### src/rtl/innings_scorekeeper.sv
// innings_scorekeeper: accumulates per-ball outcomes into per-team score words,
// ball counts and the live innings view, and sequences INN1 -> BREAK -> INN2 -> DONE
// from the comparator's inning_over / game_over handshake.
module innings_scorekeeper #(
  parameter int         MAX_BALLS   = 120,
  parameter int         MAX_WICKETS = 10,
  parameter logic [2:0] WICKET_CODE = 3'd7
) (
  input  logic        clk_fpga,
  input  logic        reset,
  input  logic        ball_valid,
  input  logic [2:0]  outcome,
  input  logic        start_inning,
  input  logic        inning_over,
  input  logic        game_over,
  output logic [11:0] team1Data,
  output logic [11:0] team2Data,
  output logic [6:0]  team1Balls,
  output logic [6:0]  team2Balls,
  output logic [3:0]  binaryWickets,
  output logic [15:0] balls,
  output logic        batting_team,
  output logic [1:0]  phase,
  output logic        ball_ack
);

  typedef enum logic [1:0] {INN1 = 2'b00, BRK = 2'b01, INN2 = 2'b10, DONE = 2'b11} phase_t;

  localparam logic [6:0] MAXB = 7'(MAX_BALLS);
  localparam logic [3:0] MAXW = 4'(MAX_WICKETS);

  phase_t     state_q, state_d;
  logic       bat_q, bat_d;
  logic       ack_q, ack_d;
  logic [7:0] t1_runs_q, t1_runs_d, t2_runs_q, t2_runs_d;
  logic [3:0] t1_wkts_q, t1_wkts_d, t2_wkts_q, t2_wkts_d;
  logic [6:0] t1_balls_q, t1_balls_d, t2_balls_q, t2_balls_d;

  logic [7:0] cur_runs;
  logic [3:0] cur_wkts;
  logic [6:0] cur_balls;
  logic [8:0] run_sum;
  logic [7:0] run_sat;
  logic       in_play;
  logic       accept;

  // Batting team's live counters, saturating run update and the ball-accept guard.
  always_comb begin
    cur_runs  = bat_q ? t2_runs_q  : t1_runs_q;
    cur_wkts  = bat_q ? t2_wkts_q  : t1_wkts_q;
    cur_balls = bat_q ? t2_balls_q : t1_balls_q;
    run_sum   = {1'b0, cur_runs} + {6'b0, outcome};
    run_sat   = run_sum[8] ? 8'hFF : run_sum[7:0];
    in_play   = (state_q == INN1) || (state_q == INN2);
    accept    = ball_valid && in_play && !inning_over && !game_over &&
                (cur_wkts < MAXW) && (cur_balls < MAXB);
  end

  // Phase sequencing; game_over overrides every other transition.
  always_comb begin
    state_d = state_q;
    bat_d   = bat_q;
    if (game_over) begin
      state_d = DONE;
    end else begin
      case (state_q)
        INN1: if (inning_over) state_d = BRK;
        BRK:  if (start_inning) begin
                state_d = INN2;
                bat_d   = 1'b1;
              end
        INN2: if (inning_over) state_d = DONE;
        default: state_d = DONE;
      endcase
    end
  end

  // Counter next-state: only the batting team's counters move, and only on accept.
  always_comb begin
    t1_runs_d  = t1_runs_q;
    t1_wkts_d  = t1_wkts_q;
    t1_balls_d = t1_balls_q;
    t2_runs_d  = t2_runs_q;
    t2_wkts_d  = t2_wkts_q;
    t2_balls_d = t2_balls_q;
    ack_d      = accept;
    if (accept) begin
      if (bat_q) begin
        t2_balls_d = t2_balls_q + 7'd1;
        if (outcome == WICKET_CODE) t2_wkts_d = t2_wkts_q + 4'd1;
        else                        t2_runs_d = run_sat;
      end else begin
        t1_balls_d = t1_balls_q + 7'd1;
        if (outcome == WICKET_CODE) t1_wkts_d = t1_wkts_q + 4'd1;
        else                        t1_runs_d = run_sat;
      end
    end
  end

  // State and counter registers with synchronous clear.
  always_ff @(posedge clk_fpga) begin
    if (reset) begin
      state_q    <= INN1;
      bat_q      <= 1'b0;
      ack_q      <= 1'b0;
      t1_runs_q  <= '0;
      t1_wkts_q  <= '0;
      t1_balls_q <= '0;
      t2_runs_q  <= '0;
      t2_wkts_q  <= '0;
      t2_balls_q <= '0;
    end else begin
      state_q    <= state_d;
      bat_q      <= bat_d;
      ack_q      <= ack_d;
      t1_runs_q  <= t1_runs_d;
      t1_wkts_q  <= t1_wkts_d;
      t1_balls_q <= t1_balls_d;
      t2_runs_q  <= t2_runs_d;
      t2_wkts_q  <= t2_wkts_d;
      t2_balls_q <= t2_balls_d;
    end
  end

  // Output view; the live innings counters read zero during the break.
  always_comb begin
    team1Data     = {t1_runs_q, t1_wkts_q};
    team2Data     = {t2_runs_q, t2_wkts_q};
    team1Balls    = t1_balls_q;
    team2Balls    = t2_balls_q;
    batting_team  = bat_q;
    phase         = state_q;
    ball_ack      = ack_q;
    binaryWickets = (state_q == BRK) ? 4'd0 : cur_wkts;
    balls         = (state_q == BRK) ? 16'd0 : {9'b0, cur_balls};
  end

endmodule

### config.mk
export PLATFORM = sky130hd
export DESIGN_NAME = innings_scorekeeper
export DESIGN_NICKNAME = d
export VERILOG_FILES = /design/src/rtl/innings_scorekeeper.sv
export SDC_FILE = /design/constraint.sdc
export NUM_CORES = 1
export LEC_CHECK = 0
export BUFFER_PORTS_ARGS = -buffer_cell sky130_fd_sc_hd__buf_2
export CAP_MARGIN = 0
export CORE_MARGIN = 2
export CORE_UTILIZATION = 51
export CTS_CLUSTER_SIZE = 10
export DETAILED_ROUTE_END_ITERATION = 12
export GPL_ROUTABILITY_DRIVEN = 0
export PLACE_DENSITY = 0.88
export SLEW_MARGIN = 25
export SYNTH_ARGS = -nofsm -noshare
export SYNTH_HDL_FRONTEND = slang
export SYNTH_SLANG_ARGS = --single-unit
### constraint.sdc
create_clock -name clk_fpga -period 3.4 [get_ports clk_fpga]
set_input_delay 1.02 -clock clk_fpga [delete_from_list [all_inputs] [get_ports clk_fpga]]
set_output_delay 1.02 -clock clk_fpga [all_outputs]
set_load 0.1 [all_outputs]
Word level (Yosys, flattened, before mapping)
Cells that the tools add are included. Widths: inputs -> output; s select.

Register bits after elaboration: 42. Input port bits: 9. Output and inout port bits: 62.

Add/sub/neg operators: 5. Magnitude comparators: 2. Eq/ne operators: 6. Mux-type cells: 11. Bitwise operators: 3. Reduce and logical (&&, ||, !) cells: 17.

Operator list (number): $reduce_and 3->1 (6); $mux 8 (2); $add 7x1->7 const B (2); $mux 7 (2); $add 8x3->9 (1); $ne 3x3->1 const B (3); $add 4x1->4 const B (2); $mux 2 (4); $mux 4 (2); $lt 7x7->1 const B (1); $pmux 2 s3 (1); $logic_and 1x1->1 (5); $lt 4x4->1 const B (1); $reduce_and 2->1 (2); $eq 3x3->1 const B (1); $not 1->1 (3); $eq 2x1->1 const B (1); $eq 2x2->1 const B (1); $logic_not 1->1 (2); $logic_not 2->1 (1); $logic_or 1x1->1 (1).

Logic depth before layout (Yosys ltp)
Gate-level depths: netlist of the first run.

Word-level depth: 8. Mapped depth: 10. Depth with buffers taken out: 8.

Worst setup path after synthesis of the first run
Ideal clock, no wire load.

Kind: reg2out. Start point: register bat_q (netlist: batting_team). End point: output balls[6]. Arrival: 3.690 ns. Data required time: 2.380 ns. Setup slack: -1.310 ns. Cell stages (with the launch flop): 6. Buffers on the path: 3. Path through: dfxtp_1 buf_2 buf_1 buf_1 nand2_1 a21oi_1.

Cells in the longest elaborated chain, start to end: 2.

RTL lines: from (decl) (RTL line 33) `logic bat_q, bat_d;`; from (signal assigned) (RTL line 114) `bat_q <= bat_d;`; $mux 7 (RTL line 51) `cur_balls = bat_q ? t2_balls_q : t1_balls_q;`; $mux 7 (RTL line 135) `balls = (state_q == BRK) ? 16'd0 : {9'b0, cur_balls};`; to (decl) (RTL line 21) `output logic [15:0] balls,`.

No other way between the ends.

Worst setup path after layout of the first run
Ends and elaborated chain as after synthesis.

==> impl_metrics.ini, run 1 <==
[place]
place_ws_ps = 381
dp_hpwl_mm = 3.95
port_buffers = 61

[timing]
hold_viol_final = 0
finalSetupViolCount = 0
skew_ps = 7.68
worstMarginPinSlew_ps = 727
max_slew_margin_pct = 51.5
fin_crit_sh_pct = 86.6
rsz0062_at_grt = false
slew_viol_final = 0
clock.fmax_ghz = 0.340
setup_tns_ps = 0
fin_crit_ps = 2940
layout_setup_ws_ps = 457

[grt]
grt_max_degree = 33
antenna_found_initial = 0
grt_use_met1_pct = 28.5
gr-usage-met2_pct = 36.4
top_usage_layer = met2
track_usage_pct = 22.0
grt_pass1_wl_mm = 9.04
grt_pass1_vias = 1884
use_met3_pct = 4.42
gr-total-overflow = 0

[yosys]
ys.flop_type = dfxtp_1
synth_warnings = 0
syn_avg_cell_area_sq_um = 8.85
seq_area_frac_synth_pct = 36.7
synth_edf_count = 0
synth_area_sq_um = 2290
synthTopCellsByArea = dfxtp_1 (37%), nor2_1 (7.9%), mux2i_1 (6.1%)
synth_common_cells = nor2_1 (48), dfxtp_1 (42), nand2_1 (17)
yosysTopAreaCell = dfxtp_1
synth_cells = 259
synth_seq_cells = 42
synthArstFlopShare_pct = 0
synth_top_area_share_pct = 36.7
yosysMostFrequentCell = nor2_1
yosysUniqueCellTypes = 48

[finish]
drive_above_1_share_pct = 31.4
post-route-util_pct = 63.8
num-nets-final = 334
fillCellCount = 354
area_growth_pct = 21.3
multi_input_area_sq_um = 1440
regArea_sq_um = 842
diodes = 0

[detailed_routing]
via_per_inst = 5.69
num_vias = 2107
drc = 0
ant_nets = 0
drtPass1Iterations = 4
wl_per_cell_um = 14.4
drt-total-wl_mm = 5.32
detail_route.iter0.violations = 113

[clocking]
post-cts-setup-buffers = 0
path_clk_slew_ps = 80
clock-sinks = 42
numCtsBuffers = 5
clockBufferDepth = 2
cts_root_buffer = clkbuf_8
cts_hold_buf = 0
htree_levels = 2
cts_resized = 0
clock_latency_ps = 290
cts_tree = done

[floorplanning]
start_util_pct = 52.6
dieArea_sq_um = 5040
io_pins = 71
die-width_um = 71.0
core_sq_um = 4350
rows = 24
die_h_um = 71.0

[outcome]
outcome = finished, final reports clean

[run]
max_cap_violations = 0

[power]
clockPowerShare_pct = 33.2
ir_drop_mv = 0.156
swShare_pct = 31.2
p_per_area_nw_per_um2 = 360
p_comb_share_pct = 16.1
seqPwrFrac_pct = 50.7
p_switching_uw = 312
leakage_nw = 1.23
internal_power_uw = 689

[critical_path]
path_cells = nand2_1 > a21oi_4 > buf_2
rrSetupSlack_ps = 620
cp_slowest_cell = dfxtp_2
start_kind = flip-flop
cpPeakStageDelay_ps = 810
cp-end-kind = output pin
arrival_ps = 1920
path_class = flip-flop to output pin
required_ps = 2380
cp_max_fo = 32

[worst_hold_path]
hp-class = flip-flop to flip-flop
## cells by family (layout without fill, tap and decap cells)
| kind of cell | after synthesis | in the layout | synth area share [%] |
|---|---|---|---|
| AO/OA/AOI/OAI | 41 | 41 | 13.7 |
| XOR/XNOR | 16 | 16 | 6.12 |
| adder cells (fa/ha/maj) | 8 | 8 | 4.70 |
| buffers and inverters | 24 | 75 | 5.57 |
| flip-flops | 42 | 42 | 36.7 |
| multiplexers | 21 | 21 | 9.56 |
| other | 1 | 9 | 0.164 |
| AND/OR/NAND/NOR | 106 | 106 | 23.5 |
## flip-flops by register name (all words and copies together) (netlist names)
register	flops
ball_ack	1
batting_team	1
phase	2
t1_runs_q	8
t1_wkts_q	4
t2_runs_q	8
t2_wkts_q	4
team1Balls	7
team2Balls	7
## path summary, 6_finish.rpt
| check | end | depth (start not counted) | from |
|---|---|---|---|
| max | balls[6] | 3 | batting_team |
| min | t1_runs_q[4] | 2 | t1_runs_q[4] |
| max reg2reg | t1_runs_q[0] | 8 | batting_team |
| min reg2reg | t1_runs_q[4] | 2 | t1_runs_q[4] |
## critical path, delay by kind of cell, from the launching register on
family / cells / cell delay [ps]
AOI/OAI and AO/OA: 1 / 180
DFF: 1 / 810
and+or+nand+nor: 1 / 200
buffers and inverters: 1 / 440
## power groups by stage
stage	combinational, mW	sequential (mW)	clock (mW)
2_1_floorplan	0.110	0.554	0
3_3_place_gp	0.160	0.518	0
6_report	0.162	0.507	0.332
4_1_cts	0.162	0.507	0.332
3_5_place_dp	0.161	0.519	0
5_1_grt	0.170	0.509	0.353
## cell type report
| cell class | instances | area share (%) |
|---|---|---|
| tap | 52 | 2.34 |
| multi-input combinational | 201 | 51.9 |
| timing repair buffer | 64 | 11.8 |
| inverter | 3 | 0.405 |
| sequential | 42 | 30.3 |
| clock buffer | 7 | 3.11 |
| clock inverter | 1 | 0.180 |
## placed cells by master, fill, tap and decap left out, types with 9 or more instances in the layout
cell,netlist,routed
nand2_1,17,17
nand3_1,11,11
a211oi_1,9,9
buf_2,3,61
dfxtp_1,42,41
mux2i_1,14,14
nor2_4,0,10
xor2_1,13,13
a21oi_1,11,10
nor2_1,48,38
conb_1,1,9
## per-stage QoR
| step | hold slack, ps | area, sq um | power [mW] | cells |
|---|---|---|---|---|
| floorplan | 903 | 2410 | 0.664 | 267 |
| detailed placement | 493 | 2690 | 0.680 | 362 |
| finish | 508 | 2780 | 1.00 | 370 |
| global placement | 486 | 2690 | 0.678 | 362 |
| global route | 540 | 2780 | 1.03 | 370 |
| CTS | 503 | 2780 | 1.00 | 370 |
## per-layer routing
metal	wire (um)	share of wire, %	vias to the layer above
li1	-	-	1025
met1	2300	43	998
met2	2580	49	74
met3	370	7.0	10
met4	68	1.3	0
met5	0	0	-
No activity file was read; power rests on OpenSTA's default activity.
==> inputs of run 2 (changes only) <==
--- a/config.mk
+++ b/config.mk
@@ -5,7 +5,7 @@
 export SDC_FILE = /design/constraint.sdc
 export NUM_CORES = 1
 export LEC_CHECK = 0
-export BUFFER_PORTS_ARGS = -buffer_cell sky130_fd_sc_hd__buf_2
+export BUFFER_PORTS_ARGS = -buffer_cell sky130_fd_sc_hd__buf_4
 export CAP_MARGIN = 0
 export CORE_MARGIN = 2
 export CORE_UTILIZATION = 51
==> impl_metrics.ini, run 2 (synthesis gave the netlist of run 1 again) <==
[clocking]
htree_levels = 2
clock_latency_ps = 300
numCtsBuffers = 5
cts_resized = 0
cts_root_buffer = clkbuf_8
clock-sinks = 42
cts_hold_buf = 0
path_clk_slew_ps = 80
cts_tree = done
post-cts-setup-buffers = 0
clockBufferDepth = 2

[place]
port_buffers = 61
dp_hpwl_mm = 4.13
placed_cells = 363

[grt]
antenna_found_initial = 0
track_usage_pct = 23.5
grt_pass1_wl_mm = 9.47
grt_pass1_vias = 2053
grt_max_degree = 43
gr-total-overflow = 0

[finish]
diodes = 0
num-nets-final = 335
drive_above_1_share_pct = 31.1
fillCellCount = 367
post-route-util_pct = 67.2
mostFrequentLayoutCell = buf_4
fin_cells = 370
top_regs = t1_runs_q (8), t2_runs_q (8)
area_growth_pct = 27.6
final_cell_mix = buf_4 (65), dfxtp_1 (41), nor2_1 (38)

[timing]
finalSetupViolCount = 0
skew_ps = 3.31
fin_crit_sh_pct = 83.6
setup_tns_ps = 0
rsz0062_at_grt = false
clock.fmax_ghz = 0.352
fin_crit_ps = 2840
hold_viol_final = 0
slew_viol_final = 0

[floorplanning]
start_util_pct = 52.6
die-width_um = 71.0
rows = 24
core_sq_um = 4350
io_pins = 71
die_h_um = 71.0
dieArea_sq_um = 5040

[critical_path]
crit_top_cell = buf_4
arrival_ps = 1820
cpPeakStageDelay_ps = 560
required_ps = 2380
path_cells = buf_4 > mux2i_1 > nor2_4 > buf_4
crit_family = buffers and inverters
cp_slowest_cell = dfxtp_2
start_kind = flip-flop
rrSetupSlack_ps = 860
cp_max_fo = 18
cp-end-kind = output pin
path_class = flip-flop to output pin
timing.critical_path.buf_inv = 2

[detailed_routing]
wl_per_cell_um = 15.2
drc = 0
via_per_inst = 5.71
drtPass1Iterations = 4
drt-total-wl_mm = 5.64
ant_nets = 0
detail_route.iter0.violations = 119
num_vias = 2111

[power]
p_per_area_nw_per_um2 = 337
leakage_nw = 1.22
ir_drop_mv = 0.267

[worst_hold_path]
hp-class = flip-flop to flip-flop

[outcome]
outcome = finished, final reports clean

[run]
max_cap_violations = 0
==> run 2: changes by cell type in the layout (fill, tap and decap cells not counted), sizes merged <==
cell	delta
clkinv	-1
buf	+1
==> run 2: tightest hold or removal path, stage by stage (launching register included) <==
cell and delay, ps:
dfxtp_1 340, nand2_1 60, a21oi_1 60
==> run 2: per-stage QoR <==
stage | total power, mW | hold WS (ps) | setup WS, ps | area, sq um
floorplan | 0.664 | 903 | 12.1 | 2410
global placement | 0.685 | 475 | 531 | 2850
detailed placement | 0.687 | 492 | 487 | 2850
CTS | 0.988 | 503 | 585 | 2920
global route | 1.02 | 535 | 463 | 2920
finish | 0.985 | 502 | 557 | 2920
==> run 2: path summary, 6_finish.rpt <==
path                     start  depth (start not counted)      endpoint
setup / recovery  batting_team                          4      balls[3]
hold / removal    t1_runs_q[4]                          2  t1_runs_q[4]
setup reg to reg  batting_team                          8  t1_runs_q[3]
hold reg to reg   t1_runs_q[4]                          2  t1_runs_q[4]
==> run 2: final cells by class <==
type / count / area (sq um) / area share (%)
clock buffer: 7 / 76.3 / 2.61
inverter: 3 / 11.3 / 0.385
multi-input combinational: 201 / 1440 / 49.3
sequential: 42 / 842 / 28.8
tap: 52 / 65.1 / 2.23
timing repair buffer: 65 / 488 / 16.7
==> run 2: per-layer routing <==
metal  global-route usage (%)  share of wire, %  vias up
met4                     9.64               2.5        0
met5                        0                 0        -
met1                     27.3                42     1006
met3                     7.12               6.8       16
li1                         -                 -     1017
met2                     40.4                49       72
==> run 2: report_power, final <==
group          switching (mW)  total [mW]  internal, mW
sequential            0.00772       0.505         0.497
clock                   0.167       0.308         0.141
combinational           0.138       0.172        0.0338
total                   0.313       0.985         0.673
